--- src/rtl/lcd_nibble_writer.sv ---
// lcd_nibble_writer: runs the HD44780-style 4-bit power-up init, then turns
// each accepted byte into two timed nibble writes (high nibble first).
//
// Handshake: in_valid/in_ready follow strict valid/ready rules -- a byte is
// taken on a rising edge where both are 1; in_ready is only 1 in IDLE after
// init has finished; the offer need not be held stable while in_ready is 0 and
// nothing is buffered.
//
// Every timed state lasts exactly its parameter's number of cycles; all
// timing parameters are expected to be >= 1.
module lcd_nibble_writer #(
  parameter int T_POWERUP = 750000,
  parameter int T_INIT1   = 205000,
  parameter int T_INIT2   = 5000,
  parameter int T_CMD     = 2000,
  parameter int T_CLEAR   = 82000,
  parameter int T_NIB     = 50,
  parameter int T_SETUP   = 2,
  parameter int T_EHIGH   = 12,
  parameter int T_HOLD    = 1
) (
  input  logic       clk,
  input  logic       reset,
  input  logic       in_valid,
  input  logic       in_rs,
  input  logic [7:0] in_byte,
  output logic       in_ready,
  output logic       init_done,
  output logic       lcd_rs,
  output logic       lcd_w,
  output logic       lcd_e,
  output logic [3:0] data,
  output logic [3:0] dbg_state
);

  typedef enum logic [3:0] {
    PWR_WAIT, INIT_SETUP, INIT_E, INIT_HOLD, INIT_WAIT, IDLE,
    HI_SETUP, HI_E, HI_HOLD, NIB_GAP, LO_SETUP, LO_E, LO_HOLD, CMD_WAIT
  } state_t;

  // Counter sized for the longest wait so it can never wrap.
  localparam int M1    = (T_POWERUP > T_INIT1) ? T_POWERUP : T_INIT1;
  localparam int M2    = (M1 > T_INIT2) ? M1 : T_INIT2;
  localparam int M3    = (M2 > T_CMD) ? M2 : T_CMD;
  localparam int M4    = (M3 > T_CLEAR) ? M3 : T_CLEAR;
  localparam int M5    = (M4 > T_NIB) ? M4 : T_NIB;
  localparam int M6    = (M5 > T_SETUP) ? M5 : T_SETUP;
  localparam int M7    = (M6 > T_EHIGH) ? M6 : T_EHIGH;
  localparam int T_MAX = (M7 > T_HOLD) ? M7 : T_HOLD;
  localparam int CW    = $clog2(T_MAX + 1);

  state_t          r_state;
  state_t          w_next;
  logic [CW-1:0]   r_cnt;
  logic [CW-1:0]   w_limit;
  logic            w_last;
  logic [1:0]      r_init_idx;
  logic            r_rs;
  logic [7:0]      r_byte;
  logic            r_init_done;
  logic            w_is_clear;
  logic            w_accept;

  // Clear/home commands need the long settle time.
  assign w_is_clear = !r_rs && ((r_byte == 8'h01) || (r_byte == 8'h02) || (r_byte == 8'h03));
  assign w_accept   = (r_state == IDLE) && r_init_done && in_valid;

  // Duration of the current state and detection of its final cycle.
  always_comb begin
    w_limit = CW'(1);
    case (r_state)
      PWR_WAIT:                         w_limit = CW'(T_POWERUP);
      INIT_SETUP, HI_SETUP, LO_SETUP:   w_limit = CW'(T_SETUP);
      INIT_E, HI_E, LO_E:               w_limit = CW'(T_EHIGH);
      INIT_HOLD, HI_HOLD, LO_HOLD:      w_limit = CW'(T_HOLD);
      INIT_WAIT: begin
        case (r_init_idx)
          2'd0:    w_limit = CW'(T_INIT1);
          2'd1:    w_limit = CW'(T_INIT2);
          default: w_limit = CW'(T_CMD);
        endcase
      end
      NIB_GAP:                          w_limit = CW'(T_NIB);
      CMD_WAIT:                         w_limit = w_is_clear ? CW'(T_CLEAR) : CW'(T_CMD);
      default:                          w_limit = CW'(1);
    endcase
    w_last = (r_cnt == (w_limit - CW'(1)));
  end

  // Next-state logic and strobe/data outputs decoded from the state.
  always_comb begin
    w_next = r_state;
    lcd_e  = 1'b0;
    lcd_rs = 1'b0;
    data   = 4'h0;
    case (r_state)
      PWR_WAIT:   if (w_last) w_next = INIT_SETUP;
      INIT_SETUP: if (w_last) w_next = INIT_E;
      INIT_E:     if (w_last) w_next = INIT_HOLD;
      INIT_HOLD:  if (w_last) w_next = INIT_WAIT;
      INIT_WAIT:  if (w_last) w_next = (r_init_idx == 2'd3) ? IDLE : INIT_SETUP;
      IDLE:       if (w_accept) w_next = HI_SETUP;
      HI_SETUP:   if (w_last) w_next = HI_E;
      HI_E:       if (w_last) w_next = HI_HOLD;
      HI_HOLD:    if (w_last) w_next = NIB_GAP;
      NIB_GAP:    if (w_last) w_next = LO_SETUP;
      LO_SETUP:   if (w_last) w_next = LO_E;
      LO_E:       if (w_last) w_next = LO_HOLD;
      LO_HOLD:    if (w_last) w_next = CMD_WAIT;
      CMD_WAIT:   if (w_last) w_next = IDLE;
      default:    w_next = PWR_WAIT;
    endcase

    case (r_state)
      INIT_SETUP, INIT_E, INIT_HOLD: data = (r_init_idx == 2'd3) ? 4'h2 : 4'h3;
      HI_SETUP, HI_E, HI_HOLD, NIB_GAP: begin
        data   = r_byte[7:4];
        lcd_rs = r_rs;
      end
      LO_SETUP, LO_E, LO_HOLD: begin
        data   = r_byte[3:0];
        lcd_rs = r_rs;
      end
      default: data = 4'h0;
    endcase

    lcd_e = (r_state == INIT_E) || (r_state == HI_E) || (r_state == LO_E);
  end

  assign in_ready  = (r_state == IDLE) && r_init_done;
  assign init_done = r_init_done;
  assign lcd_w     = 1'b0;
  assign dbg_state = r_state;

  // State, wait counter, init progress and latched byte.
  always_ff @(posedge clk) begin
    if (reset) begin
      r_state     <= PWR_WAIT;
      r_cnt       <= '0;
      r_init_idx  <= 2'd0;
      r_rs        <= 1'b0;
      r_byte      <= 8'h00;
      r_init_done <= 1'b0;
    end else begin
      r_state <= w_next;
      if ((r_state == IDLE) || w_last) r_cnt <= '0;
      else                             r_cnt <= r_cnt + CW'(1);
      if ((r_state == INIT_WAIT) && w_last) begin
        r_init_idx <= r_init_idx + 2'd1;
        if (r_init_idx == 2'd3) r_init_done <= 1'b1;
      end
      if (w_accept) begin
        r_rs   <= in_rs;
        r_byte <= in_byte;
      end
    end
  end

endmodule
--- config.mk ---
export PLATFORM = sky130hd
export DESIGN_NAME = lcd_nibble_writer
export DESIGN_NICKNAME = d
export VERILOG_FILES = /design/src/rtl/lcd_nibble_writer.sv
export SDC_FILE = /design/constraint.sdc
export NUM_CORES = 1
export LEC_CHECK = 0
export CORE_ASPECT_RATIO = 1.75
export CORE_MARGIN = 5
export CORE_UTILIZATION = 50
export CTS_BUF_LIST = sky130_fd_sc_hd__clkbuf_8
export CTS_CLUSTER_SIZE = 14
export DETAILED_ROUTE_END_ITERATION = 16
export GPL_ROUTABILITY_DRIVEN = 1
export PLACE_DENSITY = 0.81
export SYNTH_ARGS = -nofsm -noshare
export SYNTH_HDL_FRONTEND = slang
export SYNTH_SLANG_ARGS = --single-unit
export TNS_END_PERCENT = 1
--- constraint.sdc ---
create_clock -name clk -period 3.3 [get_ports clk]
set_input_delay 0.33 -clock clk [delete_from_list [all_inputs] [get_ports clk]]
set_output_delay 0.33 -clock clk [all_outputs]
set_load 0.05 [all_outputs]
==> key figures <==
Timing
  • Unrepaired setup endpoints after global routing: false
  • Fin crit period: 3.066 ns
  • Worst setup margin: 0.2340 ns
  • Fmax: 0.3262 GHz
  • Max-slew violation count: 0
  • Final Cycle Share: 92.91%
  • Final Hold Fails: 0
  • Final setup fails: 0
  • Relative slew slack: 58.77%
  • Final setup skew: 0.004336 ns
  • Actual slew at the worst max-slew pin: 0.6137 ns
  • Final setup TNS: 0 ns

Synth
  • Most area-hungry cell type in the Yosys netlist: dfxtp_1
  • Net Count, Synth: 349
  • Post-synth cell types: 57
  • Ys flop type: dfxtp_1
  • Cell with the most instances after synthesis: nor2_1
  • Post-synth ARST share: 0%
  • Synth warn: 0
  • #FFs+latches synth: 36
  • Synth area leaders: dfxtp_1 29%, nor2_1 6.0%, nand2_1 5.3%
  • Post-synth top area share: 29.34%
  • Synthesized area per cell: 7.398 sq um
  • Post-synth top cells: 39 x nor2_1, 36 x dfxtp_1, 35 x nand2_1
  • Seq/Total Area, Yosys: 29.34%
  • Post-synth EDFFs: 0
  • Mapped Cells: 332
  • Synthesized area: 2456 sq um

Worst setup path
  • Launching point of the worst reg2reg path: dbg_state[0]
  • Crit-path max FO: 9
  • Setup Crit Path Kind: reg -> reg
  • Worst R2R Setup Slack: 0.23 ns
  • Crit path DAT: 3.25 ns
  • CP Data Required Time: 3.49 ns
  • R2R depth: 7
  • Crit. End Element: register
  • R2R Path End: dbg_state[2]
  • CP startpoint kind: register

Clocking
  • Post-CTS sizing: 0
  • Clock Path Buffers: 2
  • Number of H-tree levels: 2
  • Setup bufs post-CTS: 0
  • Clock Latency Late Sink: 0.30 ns
  • Clk slew on worst S/H paths: 0.07 ns
  • Hold_buf cts: 0
  • Clock Tree Root: clkbuf_8
  • Clock sink count: 36
  • CTS Buf Count: 5
  • TritonCTS clock tree: built

Power
  • Net Sw Power: 0.2531 mW
  • Clock Power Share: 39.4%
  • Maximum vdd drop: 0.2728 mV
  • Switching share of power: 26.04%
  • Pwr/cell area: 342.5 nW/um^2
  • Sequential share of power: 45.8%
  • Leak pwr: 0.9815 nW
  • Int Pwr: 0.7189 mW
  • Comb pwr share: 14.8%

Layout
  • Ant diodes: 0
  • # nets final: 364
  • Final core occ: 59.76%
  • Layout cells sized above 1: 7.184%
  • P&R area growth vs syn: 15.54%

Floorplanning
  • # rows: 33
  • Die Height: 102.7 um
  • Core area: 4748 sq um
  • Initial core utilization: 51.73%
  • Die ar.: 6469 sq um
  • Die Wd: 62.98 um
  • Io pins: 25

Routing
  • DRT Wirelength: 6558 um
  • Avg Vias per Cell: 6.050
  • Initial DRT Pass Iterations: 4
  • Avg WL per Cell: 16.40 um
  • Post-route ant nets: 0
  • Vias: 2420
  • Drt drc: 0
  • Initial DRC Count: 85

Global route
  • First-pass GRT wire length: 10830 um
  • Total GRT Usage: 20.98%
  • GR Overflow Total: 0
  • Largest net degree at the start of global routing: 33
  • Initial antenna violation count: 0
  • Vias in the first global route: 2310

Placed design
  • Post-DP HPWL: 4833 um
  • Pre-CTS setup slack: 0.2749 ns
  • GPL Wtd Cong: 0.9124
  • IO Port Bufs: 23

Worst hold path
  • Hold EP: r_rs
  • Hold path depth: 2
  • Min-delay src: r_rs
  • Worst hold path class: reg -> reg

Job
  • Max Cap Viol: 0

Run status
  • Status: finished, final reports clean
==> state kept, by name, indices dropped and copies added, names as in the netlist <==
register and cells:
init_done 1, r_init_idx 2, r_byte 8, r_cnt 20, r_rs 1, dbg_state 4
==> critical path, stage by stage, from the launching register on <==
cell and delay (ns):
dfxtp_1 0.31, or4b_1 0.54, or4b_4 0.54, nand4b_1 0.12
nand4_1 0.10, or4_1 0.69, or2_0 0.37, a211o_1 0.29
==> cell families (layout without fill, tap and decap cells) <==
group / count (synthesis) / count (layout) / synth area share, %
AND/OR/NAND/NOR: 147 / 147 / 30.41
AO/OA/AOI/OAI: 78 / 78 / 20.53
flip-flops: 36 / 36 / 29.34
buffers and inverters: 34 / 50 / 5.654
XOR/XNOR: 25 / 25 / 8.915
multiplexers: 6 / 6 / 2.445
adder cells (fa/ha/maj): 5 / 5 / 2.547
other: 1 / 1 / 0.1527
==> cells in the final DEF, fill, tap and decap left out, types with 2 or more instances in the layout <==
cell / n
nor2_1: 39
dfxtp_1: 36
nand2_1: 35
clkdlybuf4s50_1: 23
a21oi_1: 20
o21ai_0: 18
xor2_1: 14
nand3_1: 14
nand2b_1: 11
xnor2_1: 11
buf_4: 11
nor3_1: 10
inv_1: 9
mux2i_1: 6
and3_1: 6
or4_1: 5
o211ai_1: 5
ha_1: 5
clkbuf_8: 5
a31oi_1: 4
o22ai_1: 4
and2_1: 3
nand4b_1: 3
a21o_1: 3
nor3b_1: 3
a211oi_1: 3
nand4_1: 3
a311oi_1: 2
a32oi_1: 2
a21boi_0: 2
or2_2: 2
or3_1: 2
o31ai_1: 2
or3b_2: 2
==> worst max-delay path by stage <==
stage	startpoint	end	slack, ns
6_report	dbg_state[0]	dbg_state[2]	0.23
5_1_grt	dbg_state[0]	dbg_state[2]	0.12
4_1_cts	dbg_state[0]	dbg_state[2]	0.25
3_5_place_dp	dbg_state[0]	dbg_state[2]	0.27
3_3_place_gp	dbg_state[0]	dbg_state[2]	0.33
2_1_floorplan	dbg_state[2]	dbg_state[2]	0.01
==> power groups by stage <==
stage	clock [mW]	combinational [mW]	sequential, mW
after floorplan	0	0.0899	0.462
after global placement	0	0.139	0.454
after detailed placement	0	0.141	0.455
after CTS	0.390	0.141	0.445
after global routing	0.409	0.156	0.445
final	0.383	0.144	0.445
==> cell type report <==
class	count	area [sq um]
clock buffers	5	68.82
clock inverters	3	38.79
fillers	427	1911
inverters	8	30.03
multi-input cells	262	1602
flip-flops and latches	36	720.7
well taps	52	65.06
repair buffers	34	312.8
==> stage by stage <==
| stage | instance area [sq um] | cells | hold slack, ns | total power, mW |
|---|---|---|---|---|
| floorplan | 2461 | 332 | 0.4451 | 0.5521 |
| global placement | 2730 | 392 | 0.4687 | 0.5937 |
| detailed placement | 2730 | 392 | 0.4703 | 0.5955 |
| CTS | 2838 | 400 | 0.4800 | 0.9761 |
| global route | 2838 | 400 | 0.5092 | 1.010 |
| finish | 2838 | 400 | 0.4792 | 0.9720 |
==> routing by layer <==
layer	track usage (%)	share of wire (%)	vias to the layer above	wire length, um
met5	0	0	-	0
met4	12.25	4.1	0	267
met3	3.708	4.1	21	270
met2	40.47	55	73	3629
met1	20.44	36	1129	2390
li1	-	-	1197	-
Power figures use the tool's default switching activity.
